===== src/rtl/dna_fifo_pkg.sv =====
// dna_fifo_pkg: shared defaults and FSM state type for the match-record FIFO write arbiter
package dna_fifo_pkg;
  localparam int DEF_NUM_REQ = 4;
  localparam int DEF_DATA_W = 16;
  localparam int DEF_MAX_BURST = 4;
  typedef enum logic {IDLE, GRANT} arb_state_t;
endpackage


===== src/rtl/rr_pick.sv =====
// rr_pick: round-robin search from last_grant+1, wrapping, with last_grant itself checked last
module rr_pick
  import dna_fifo_pkg::*;
#(
  parameter int NUM_REQ = DEF_NUM_REQ,
  parameter int ID_W = $clog2(NUM_REQ)
) (
  input  logic [NUM_REQ-1:0] req_valid,
  input  logic [ID_W-1:0]    last_grant,
  output logic               any,
  output logic [ID_W-1:0]    idx
);
  // Walk the candidates farthest-first so the nearest valid one wins.
  always_comb begin
    logic [ID_W-1:0] c;
    c = '0;
    any = |req_valid;
    idx = '0;
    for (int k = NUM_REQ; k >= 1; k--) begin
      c = ID_W'((int'(last_grant) + k) % NUM_REQ);
      idx = req_valid[c] ? c : idx;
    end
  end
endmodule


===== src/rtl/fifo_wr_arbiter.sv =====
// fifo_wr_arbiter: round-robin, burst-bounded sharing of one FIFO write port among NUM_REQ engines
module fifo_wr_arbiter
  import dna_fifo_pkg::*;
#(
  parameter int NUM_REQ = DEF_NUM_REQ,
  parameter int DATA_W = DEF_DATA_W,
  parameter int MAX_BURST = DEF_MAX_BURST,
  parameter int ID_W = $clog2(NUM_REQ)
) (
  input  logic                      clk,
  input  logic                      rst,
  input  logic [NUM_REQ-1:0]        req_valid,
  input  logic [NUM_REQ*DATA_W-1:0] req_data,
  output logic [NUM_REQ-1:0]        req_ready,
  output logic                      fifo_wr_en,
  output logic [DATA_W-1:0]         fifo_buf_in,
  input  logic                      fifo_full,
  output logic [ID_W-1:0]           grant_id,
  output logic                      busy
);
  localparam int CNT_W = $clog2(MAX_BURST) + 1;
  arb_state_t state, state_nxt;
  logic [ID_W-1:0] last_grant, last_nxt, grant_nxt, pick_last, pick_idx;
  logic [CNT_W-1:0] burst_cnt, cnt_nxt;
  logic pick_any, in_grant, accept, burst_end, rearb;
  assign in_grant = state == GRANT;
  assign accept = in_grant && req_valid[grant_id] && !fifo_full;
  assign burst_end = in_grant && (!req_valid[grant_id] || (accept && burst_cnt == CNT_W'(MAX_BURST - 1)));
  assign rearb = !in_grant || burst_end;
  // On rotation the search starts after the engine just served, not the stored last_grant.
  assign pick_last = in_grant ? grant_id : last_grant;
  rr_pick #(.NUM_REQ(NUM_REQ), .ID_W(ID_W)) u_pick (
    .req_valid(req_valid),
    .last_grant(pick_last),
    .any(pick_any),
    .idx(pick_idx)
  );
  always_ff @(posedge clk or posedge rst) begin
    if (rst) begin
      state <= IDLE;
      grant_id <= '0;
      last_grant <= ID_W'(NUM_REQ - 1);
      burst_cnt <= '0;
    end else begin
      state <= state_nxt;
      grant_id <= grant_nxt;
      last_grant <= last_nxt;
      burst_cnt <= cnt_nxt;
    end
  end
  // A full FIFO only stalls: no end condition depends on fifo_full.
  always_comb begin
    state_nxt = rearb ? (pick_any ? GRANT : IDLE) : state;
    grant_nxt = (rearb && pick_any) ? pick_idx : grant_id;
    last_nxt = burst_end ? grant_id : last_grant;
    cnt_nxt = rearb ? '0 : accept ? burst_cnt + 1'b1 : burst_cnt;
  end
  always_comb begin
    busy = in_grant;
    fifo_wr_en = accept;
    fifo_buf_in = '0;
    req_ready = '0;
    for (int i = 0; i < NUM_REQ; i++) begin
      fifo_buf_in = (in_grant && grant_id == ID_W'(i)) ? req_data[i*DATA_W +: DATA_W] : fifo_buf_in;
      req_ready[i] = accept && grant_id == ID_W'(i);
    end
  end
endmodule


===== config.mk =====
export PLATFORM = sky130hd
export DESIGN_NAME = fifo_wr_arbiter
export DESIGN_NICKNAME = d
export VERILOG_FILES = /design/src/rtl/dna_fifo_pkg.sv /design/src/rtl/rr_pick.sv /design/src/rtl/fifo_wr_arbiter.sv
export SDC_FILE = /design/constraint.sdc
export NUM_CORES = 1
export LEC_CHECK = 0
export BUFFER_PORTS_ARGS = -buffer_cell sky130_fd_sc_hd__buf_2
export CORE_UTILIZATION = 37
export CTS_CLUSTER_DIAMETER = 50
export DETAILED_ROUTE_END_ITERATION = 16
export GPL_TIMING_DRIVEN = 0
export PLACE_DENSITY = 0.77
export SLEW_MARGIN = 20
export SYNTH_ARGS = -nofsm -noshare
export SYNTH_HDL_FRONTEND = slang
export SYNTH_SLANG_ARGS = --single-unit

===== constraint.sdc =====
create_clock -name clk -period 2 [get_ports clk]
set_input_delay 0.2 -clock clk [delete_from_list [all_inputs] [get_ports clk]]
set_output_delay 0.2 -clock clk [all_outputs]
set_load 0.01 [all_outputs]

==> metrics.log <==
[metrics] Max Freq: 501 MHz
[metrics] area enclosed by the die boundary: 3030 sq um
[metrics] slowest stage cell, crit path: mux4_2
[metrics] final setup vio count: 0
[metrics] data arrival time of the critical path: 1.80 ns
[metrics] row count: 18
[metrics] largest net degree at the start of global routing: 11
[metrics] Final HPWL DP: 2.67 mm
[metrics] required time worst endpoint: 1.80 ns
[metrics] number of clock sinks: 8
[metrics] number of remaining DRC errors: 0
[metrics] total routing usage reported by global routing: 0.203
[metrics] wire per inst: 14.3 microns
[metrics] unrepaired setup endpoints after global routing: yes
[metrics] cell area after placement: 1550 sq um
[metrics] most common flop cell mapped by yosys: dfrtp_1
[metrics] Post-Synthesis Mean Instance Area: 11.0 sq um
[metrics] crit-path max FO: 7
[metrics] detail-routed via count per cell: 5.33
[metrics] share of Yosys cell area claimed by the top area cell type: 0.346
[metrics] synthesis-stage register bit count: 8
[metrics] clock tree from TritonCTS: done
[metrics] proportion of layout cells with a drive suffix above 1: 0.673
[metrics] first drt pass iteration count: 4
[metrics] first-pass GRT wire length: 4.34 mm
[metrics] IR Drop Worst-Case VDD: 780 uV
[metrics] CTS root buffer: clkbuf_4
[metrics] number of enable flip-flop cells after synthesis: 0
[metrics] overall die height: 55.1 microns
[metrics] die width: 55.1 microns
[metrics] layout overhead on the synthesized area: 56.7%
[metrics] quantity of I/O buffers inserted on ports: 94
[metrics] final hold violation count: 0
[metrics] ordered list of cells on the worst path: buf_6 -> mux4_2 -> nand2_4 -> nor2_4 -> and3_1 -> buf_2
[metrics] delay of the slowest cell on the worst path: 0.55 ns
[metrics] number of global-route vias before repair: 1,071
[metrics] Crit. End Element: primary output
[metrics] placer's final routability congestion estimate: 0.810
[metrics] CTS buffer count: 3
[metrics] cell taking the most area after synthesis: mux4_2
[metrics] number of pins exceeding their max-slew limit in the final report: 0
[metrics] actual slew at the worst max-slew pin: 0.486 ns
[metrics] fraction of registers with async set or reset after synthesis: 1.00
[metrics] Std-Cell Core Area: 2570 sq um
[metrics] global route overflow: 0
[metrics] worst setup path category: reg -> out
[metrics] initial antenna violation count: 0
[metrics] synth top area cells: mux4_2 35%, dfrtp_1 14%, and2_1 9.6%
[metrics] net count of the finished layout: 270
[metrics] clock period minus final worst setup slack: 2.00 ns
[metrics] via count: 1,205
[metrics] I/O pin total: 95
[metrics] Initial Util: 0.406
[metrics] routed wire length: 3.22 mm
[metrics] cell area after technology mapping: 1040 sq um
[metrics] normalized max-slew margin: 0.676
[metrics] category of the worst setup path launch point: register
[metrics] Layout fillers: 229
[metrics] remaining antenna violation count: 0
[metrics] Syn. warnings: 0
[metrics] worst setup timing slack at the placement stage: 0.216 ns
[metrics] Post-Layout Cell Count: 226
[metrics] max capacitance violation total: 0
[metrics] type of the most critical hold path: in -> reg
[metrics] post-route design area: 1630 sq um
[metrics] PwrDens: 1170 nW/um^2
[metrics] Inserted Diodes: 0
[metrics] critical path buffer and inverter count: 2
[metrics] number of DRC violations after detailed-routing iteration 0: 17
[metrics] post-route setup TNS: 0 ns
[metrics] top cell family by delay on the critical path: multiplexers
[metrics] clock tree skew after final layout: 0.00284 ns
[metrics] source-to-sink clock delay at the later pin of the worst-skew pair: 0.27 ns
[metrics] worst setup margin: 0.00351 ns
[metrics] power after layout: 1.91 mW
[metrics] result of the run: finished clean
[metrics] cell count after placement: 219
[metrics] leakage power total: 0.827 nW
[metrics] period utilisation layout: 0.998
[metrics] clk buf depth: 2
[metrics] Clock H-tree levels: 1
[metrics] post-synth cell types: 32
[metrics] register area share after synthesis: 0.194
[metrics] most used standard cells in the synthesized netlist: 16 x and2_1, 16 x mux4_2, 6 x dfrtp_1, 6 x nand2_1, 6 x nor2_1
[metrics] total nets after synthesis: 168
[metrics] number of instances in the synthesized netlist: 95
[metrics] register clock-pin slew on the reported worst setup and hold paths: 0.06 ns
registers in the layout, summed over array words and instances (netlist names):
name        cells
grant_id        2
busy            1
last_grant      2
burst_cnt       3
layout make-up:
| class | instances | area [sq um] | share of cell area |
|---|---|---|---|
| sequential | 8 | 203 | 0.124 |
| multi-input combinational | 75 | 796 | 0.487 |
| clock buffer | 4 | 26.3 | 0.0161 |
| buffer | 7 | 52.6 | 0.0322 |
| timing repair buffer | 98 | 503 | 0.308 |
| tap | 30 | 37.5 | 0.0230 |
| inverter | 4 | 15.0 | 0.00920 |
path summary, 6_finish.rpt:
path | to | cells past startpoint | slack [ns] | startpoint
worst max register to register | last_grant[1] | 5 | 0.18 | grant_id[0]
worst min register to register | burst_cnt[2] | 2 | 0.52 | burst_cnt[2]
worst min-delay path | busy | 3 | 0.25 | req_valid[2]
worst max-delay path | req_ready[3] | 6 | 0.004 | grant_id[0]
min in group asynchronous | grant_id[1] | 3 | 0.43 | rst
max in group asynchronous | last_grant[1] | 3 | 1.28 | rst
placed cells by master, fill, tap and decap left out, drive strengths merged:
cell type,count
buf,102
mux4,17
and2,16
nor2,7
nand2,7
dfrtp,6
clkbuf,6
mux2,5
inv,4
a21oi,3
nor3,2
and3,2
a31oi,2
ha,2
dfstp,2
nor4b,2
nand2b,1
nand3,1
mux2i,1
a22o,1
o211ai,1
a41oi,1
a22oi,1
a21boi,1
nor4,1
a32o,1
dlygate4sd3,1
through the flow:
| stage | hold slack, ns | util |
|---|---|---|
| after floorplan | 0.0142 | - |
| after global placement | 0.145 | 0.604 |
| after detailed placement | 0.169 | 0.604 |
| after CTS | 0.240 | 0.621 |
| after global routing | 0.280 | 0.636 |
| final | 0.250 | 0.636 |
metal layers:
| layer | vias to the layer above | wire length [microns] | GRT usage |
|---|---|---|---|
| met3 | 5 | 230 | 0.0164 |
| met4 | 0 | 43 | 0.0792 |
| met2 | 60 | 1790 | 0.424 |
| met5 | - | 0 | 0 |
| li1 | 571 | - | - |
| met1 | 569 | 1150 | 0.199 |
kinds of logic (layout without fill, tap and decap cells):
group | Yosys count | count (layout) | synth area share
flops | 8 | 8 | 0.194
simple gates | 39 | 39 | 0.211
mux | 23 | 23 | 0.435
compound gates | 11 | 11 | 0.0780
fa+ha+maj | 2 | 2 | 0.0240
buf+inv | 12 | 113 | 0.0576
power by group:
part | switching (mW) | internal [mW]
clock | 0.0673 | 0.0771
combinational | 0.640 | 0.832
sequential | 0.0602 | 0.236
total | 0.768 | 1.15
repair_timing:
| item | 4_1_cts | 5_1_grt |
|---|---|---|
| hold endpoints to repair | 6 | 0 |
| setup endpoints to repair | 15 | 16 |
| buffers inserted | 0 | 3 |
| resized for setup | 3 | 4 |
| hold buffers | 1 | 0 |
| pin swaps | 0 | 1 |
worst register-to-register path: stages, from the launching register on:
cell	delay, ns
dfrtp_1	0.38
buf_6	0.15
mux4_2	0.55
buf_4	0.17
a21boi_2	0.15
mux2_1	0.35
No activity file was read; power rests on OpenSTA's default activity.
